==> config.mk <==
export PLATFORM = sky130hd
export DESIGN_NAME = hiscore_ram_arbiter
export DESIGN_NICKNAME = d
export VERILOG_FILES = /design/src/rtl/taitosj_pkg.sv /design/src/rtl/hs_window_decode.sv /design/src/rtl/hiscore_ram_arbiter.sv
export SDC_FILE = /design/constraint.sdc
export NUM_CORES = 1
export LEC_CHECK = 0
export CAP_MARGIN = 40
export CORE_UTILIZATION = 39
export CTS_CLUSTER_SIZE = 12
export DETAILED_ROUTE_END_ITERATION = 10
export PLACE_DENSITY = 0.78
export SYNTH_ARGS = -nofsm -noshare
export SYNTH_HDL_FRONTEND = slang
export SYNTH_HIERARCHICAL = 1
export SYNTH_SLANG_ARGS = --single-unit
==> constraint.sdc <==
create_clock -name clk_sys -period 2.07 [get_ports clk_sys]
set_input_delay 0.414 -clock clk_sys [delete_from_list [all_inputs] [get_ports clk_sys]]
set_output_delay 0.414 -clock clk_sys [all_outputs]
set_load 0.005 [all_outputs]
==> src/rtl/taitosj_pkg.sv <==
// Shared types and constants for the taitosj hiscore/work-RAM glue.
package taitosj_pkg;
  typedef enum logic [2:0] {IDLE_CPU, REQ, DRAIN, GRANT, RELEASE} arb_state_t;
  localparam logic [7:0] HS_DATA_OOB = 8'hFF;
  localparam int DRAIN_CW = 4;
endpackage

==> src/rtl/hs_window_decode.sv <==
// Splits a CPU-space address into work-RAM window hit and local RAM address.
module hs_window_decode #(
  parameter int HS_AW = 16,
  parameter int RAM_AW = 11,
  parameter logic [HS_AW-1:0] RAM_BASE = 16'h8000
) (
  input  logic [HS_AW-1:0]  addr,
  output logic              in_win,
  output logic [RAM_AW-1:0] local_addr
);
  assign in_win     = (addr[HS_AW-1:RAM_AW] == RAM_BASE[HS_AW-1:RAM_AW]);
  assign local_addr = addr[RAM_AW-1:0];
endmodule

==> src/rtl/hiscore_ram_arbiter.sv <==
// Hands the single work-RAM port to the hiscore engine once the CPU is paused
// and drained, and returns it to the CPU when hiscore intent drops.
module hiscore_ram_arbiter
  import taitosj_pkg::*;
#(
  parameter int HS_AW = 16,
  parameter int RAM_AW = 11,
  parameter logic [HS_AW-1:0] RAM_BASE = 16'h8000,
  parameter int DRAIN_CYC = 4
) (
  input  logic              clk_sys,
  input  logic              reset,
  input  logic [HS_AW-1:0]  cpu_addr,
  input  logic              cpu_ram_cs,
  input  logic              cpu_we,
  input  logic [7:0]        cpu_dout,
  output logic [7:0]        cpu_din,
  input  logic [HS_AW-1:0]  hs_address,
  input  logic [7:0]        hs_data_in,
  input  logic              hs_write,
  input  logic              hs_access_read,
  input  logic              hs_access_write,
  output logic [7:0]        hs_data_out,
  output logic              hs_pause,
  input  logic              pause_cpu,
  output logic [RAM_AW-1:0] ram_addr,
  output logic              ram_we,
  output logic [7:0]        ram_wdata,
  input  logic [7:0]        ram_rdata,
  output logic              hs_granted,
  output logic              hs_oob,
  output logic              hs_abort
);
  arb_state_t          state;
  logic [DRAIN_CW-1:0] drain_cnt;
  logic                intent;
  logic                hs_win, cpu_win_unused;
  logic [RAM_AW-1:0]   hs_local, cpu_local;
  logic                rd_pend, rd_oob;
  logic [7:0]          cpu_hold;

  assign intent = hs_access_read | hs_access_write;

  hs_window_decode #(.HS_AW(HS_AW), .RAM_AW(RAM_AW), .RAM_BASE(RAM_BASE)) u_hs_dec (
    .addr(hs_address), .in_win(hs_win), .local_addr(hs_local)
  );
  // CPU side trusts cpu_ram_cs for selection; only the local address is used.
  hs_window_decode #(.HS_AW(HS_AW), .RAM_AW(RAM_AW), .RAM_BASE(RAM_BASE)) u_cpu_dec (
    .addr(cpu_addr), .in_win(cpu_win_unused), .local_addr(cpu_local)
  );

  always_comb begin
    ram_addr  = cpu_local;
    ram_we    = cpu_ram_cs & cpu_we;
    ram_wdata = cpu_dout;
    cpu_din   = ram_rdata;
    if (state == GRANT) begin
      ram_addr  = hs_local;
      ram_we    = hs_write & hs_win;
      ram_wdata = hs_data_in;
      cpu_din   = cpu_hold;
    end
  end

  always_ff @(posedge clk_sys) begin
    if (reset) begin
      state      <= IDLE_CPU;
      hs_pause   <= 1'b0;
      hs_granted <= 1'b0;
      hs_abort   <= 1'b0;
      drain_cnt  <= '0;
    end else begin
      case (state)
        IDLE_CPU: if (intent) begin
          state    <= REQ;
          hs_pause <= 1'b1;
        end
        REQ: if (!intent) begin
          state    <= RELEASE;
          hs_pause <= 1'b0;
        end else if (pause_cpu) begin
          state     <= DRAIN;
          drain_cnt <= DRAIN_CW'(DRAIN_CYC - 1);
        end
        DRAIN: if (!intent) begin
          state    <= RELEASE;
          hs_pause <= 1'b0;
        end else if (!pause_cpu) begin
          state <= REQ;
        end else if (drain_cnt == '0) begin
          state      <= GRANT;
          hs_granted <= 1'b1;
        end else begin
          drain_cnt <= drain_cnt - 1'b1;
        end
        GRANT: if (!intent || !pause_cpu) begin
          state      <= RELEASE;
          hs_pause   <= 1'b0;
          hs_granted <= 1'b0;
          if (!pause_cpu) hs_abort <= 1'b1;
        end
        RELEASE: state <= IDLE_CPU;
        default: begin
          state      <= IDLE_CPU;
          hs_pause   <= 1'b0;
          hs_granted <= 1'b0;
        end
      endcase
    end
  end

  // Hiscore read data lands one cycle after the synchronous RAM returns it.
  always_ff @(posedge clk_sys) begin
    if (reset) begin
      hs_oob      <= 1'b0;
      hs_data_out <= 8'h00;
      rd_pend     <= 1'b0;
      rd_oob      <= 1'b0;
      cpu_hold    <= 8'h00;
    end else begin
      rd_pend <= (state == GRANT) && !hs_write;
      rd_oob  <= !hs_win;
      if (state == GRANT && hs_write && !hs_win) hs_oob <= 1'b1;
      if (rd_pend) hs_data_out <= rd_oob ? HS_DATA_OOB : ram_rdata;
      if (state != GRANT) cpu_hold <= ram_rdata;
    end
  end
endmodule

==> results summary <==
In this run the remaining antenna-violating nets after routing total 0. The largest net degree at the start of global routing came out at 17. The insertion delay of the later-clocked pin in the worst-skew pair came out at 280 ps. Routability-driven placement finished with a final weighted congestion of 0.774. The root buffer cell chosen for the clock tree is clkbuf_8. The required time of the worst setup path is 1660 ps. Setup repair after global routing could not meet its margin everywhere. The number of top-level design ports came out at 104. The synthesized area is 1820 µm².

Across all register-to-register paths, the minimum setup slack is 490 ps. The overall die area is 4940 µm². From left edge to right edge, the die measures 70.3 µm. The total global routing overflow came out at 0. On the critical path, the stage with the largest delay is an instance of clkdlybuf4s50_1. TritonCTS built the clock tree. The finished layout cell area came out at 2830 µm².

The buffer levels on the longest clock path is 2. The total area inside the core boundary comes to 4410 µm². The number of hold-slack violations in the final timing report came out at 0. The number of antenna violations at the first check in global routing came out at 0.

The max-capacitance violation count came out at 0. The number of remaining DRC errors came out at 0. In this run the mean area of a mapped cell was 9.93 µm². The maximum fanout along the worst path came out at 2. The initial utilization of the core area, before any placement, comes to 0.412. The antenna diode count came out at 0. The worst-case vdd ir drop came out at 455 µV. Yosys printed 6 warnings. The final HPWL from detailed placement is 3.29 mm. The setup clock skew after layout came out at 3.34 ps. The flow ran to the end, and the final reports show no timing, DRC or antenna violations. The via count of the first global-routing pass came out at 1440. The number of slew-limit violations in the final report is 0. The kind of path behind the tightest hold check is reg -> reg. The routed wire length is 4.16 mm. The initial detailed-routing violation count is 24. The data arrival time of the critical path came out at 1620 ps. Across all hold checks on the routed design, the worst slack comes to 483 ps. Clock-pin slew was measured on the worst setup and hold paths at 60 ps. Summing all placed instances gives a cell area of 2710 µm².

STA classifies the critical path startpoint as an input pin. The wire length of the first global-routing pass is 6.69 mm. The routed layout has 1557 vias.

The final setup violation count came out at 0. The number of nets in the synthesized netlist came out at 249. The die span in y is 70.3 µm. In this run, CTS created clock tree buffers numbering 5. The largest stage delay on the critical path is 380 ps. The total negative slack came out at 0 ps.

The signal on the critical path passes through clkdlybuf4s50_1 -> nand2b_1 -> nor4_2 -> nand2_1 -> o21ai_2 -> clkbuf_2. The row count is 24. STA classifies the critical path endpoint as a primary output. The critical path's top delay family is simple AND/OR/NAND/NOR gates.

The count of clock tree sinks is 29. The area growth from synthesis to layout came out at 55.4%. The final period utilization came out at 0.981. The net count of the finished layout is 337. The number of buffer cells added on primary ports came out at 98.

After detailed routing, the number of vias per cell comes to 4.81. The slew at the pin with the worst max-slew slack came out at 498 ps. The overall global routing resource usage is 0.171. The detail-routed net length per standard cell is 12.8 µm. The leakage dissipation came out at 1.18 nW. The buffer and inverter count on the worst path came out at 2.

Counting I/O delays and the setup requirement, the final critical path takes 2030 ps. The ratio of cells with drive above 1 in the final layout is 0.265. The fmax came out at 0.492 GHz.

The number of detailed-route iterations in the first pass came out at 4. Synthesis produced a netlist whose cell count is 183. The worst relative slew slack is 0.668.

The maximum level of the CTS H-tree is 2. The critical path is of the in -> out type. Power spread over the standard cell area amounts to 507 nW/µm².
## cell usage in the layout, fill, tap and decap left out, types with 5 or more instances in the layout
cell type        instances
nor2_1                  29
dlygate4sd2_1           24
dfxtp_1                 27
clkdlybuf4s50_1         70
nor2b_1                  5
a211oi_1                10
mux2_4                   7
clkbuf_8                 7
buf_4                   13
mux2_2                  20
## power by group
| group | internal, W | switching (W) | total, W |
|---|---|---|---|
| clock | 0.000300 | 0.000218 | 0.000518 |
| sequential | 0.000579 | 0.0000127 | 0.000592 |
| combinational | 0.000217 | 0.000107 | 0.000324 |
| total | 0.00110 | 0.000338 | 0.00143 |
## path summary, 6_finish.rpt
check,startpoint,endpoint,cells past startpoint
min,hs_data_out[2],hs_data_out[2],2
min reg2reg,hs_data_out[2],hs_data_out[2],2
max reg2reg,drain_cnt[0],hs_granted,6
max,hs_address[11],ram_we,6
## cell type report
cell class / instances / area [µm²]
Clock inverter: 1 / 5.00
Tap cell: 52 / 65.1
Fill cell: 380 / 1590
Sequential cell: 29 / 583
Timing Repair Buffer: 114 / 1090
Multi-Input combinational cell: 117 / 967
Clock buffer: 7 / 96.3
Inverter: 4 / 15.0
## worst min-delay path: stages (launching register included)
cell	delay (ps)
dfxtp_1	310
nor2_1	80
a211oi_1	50
## timing repair
action,in CTS,in global routing
hold buffers,0,0
gates cloned,0,0
setup endpoints to repair,28,3
hold endpoints to repair,0,0
gates resized for setup,35,6
pin swaps,0,1
buffers inserted,3,1
## registers in the layout, indices dropped and copies added (netlist names)
name / cells
state: 3
drain_cnt: 4
hs_oob: 1
hs_granted: 1
hs_pause: 1
hs_data_out: 8
cpu_hold: 8
rd_oob: 1
rd_pend: 1
hs_abort: 1
## per-layer routing
layer	routed length, µm	up-vias	GRT usage
met1	1720	699	0.198
met4	74	0	0.0600
met2	1930	68	0.281
li1	-	783	-
met5	0	-	0
met3	433	7	0.0693
## per-stage QoR
| step | util | total power [W] | setup slack (ps) | std cells |
|---|---|---|---|---|
| 2_1_floorplan | - | 0.000766 | 385 | 183 |
| 6_report | 0.640 | 0.00143 | 38.5 | 324 |
| 3_5_place_dp | 0.613 | 0.000949 | -321 | 312 |
| 3_3_place_gp | 0.613 | 0.000942 | -213 | 312 |
| 4_1_cts | 0.638 | 0.00145 | -31.7 | 323 |
| 5_1_grt | 0.640 | 0.00150 | -48.1 | 324 |
Note: power is estimated with default switching activity, not from simulation.
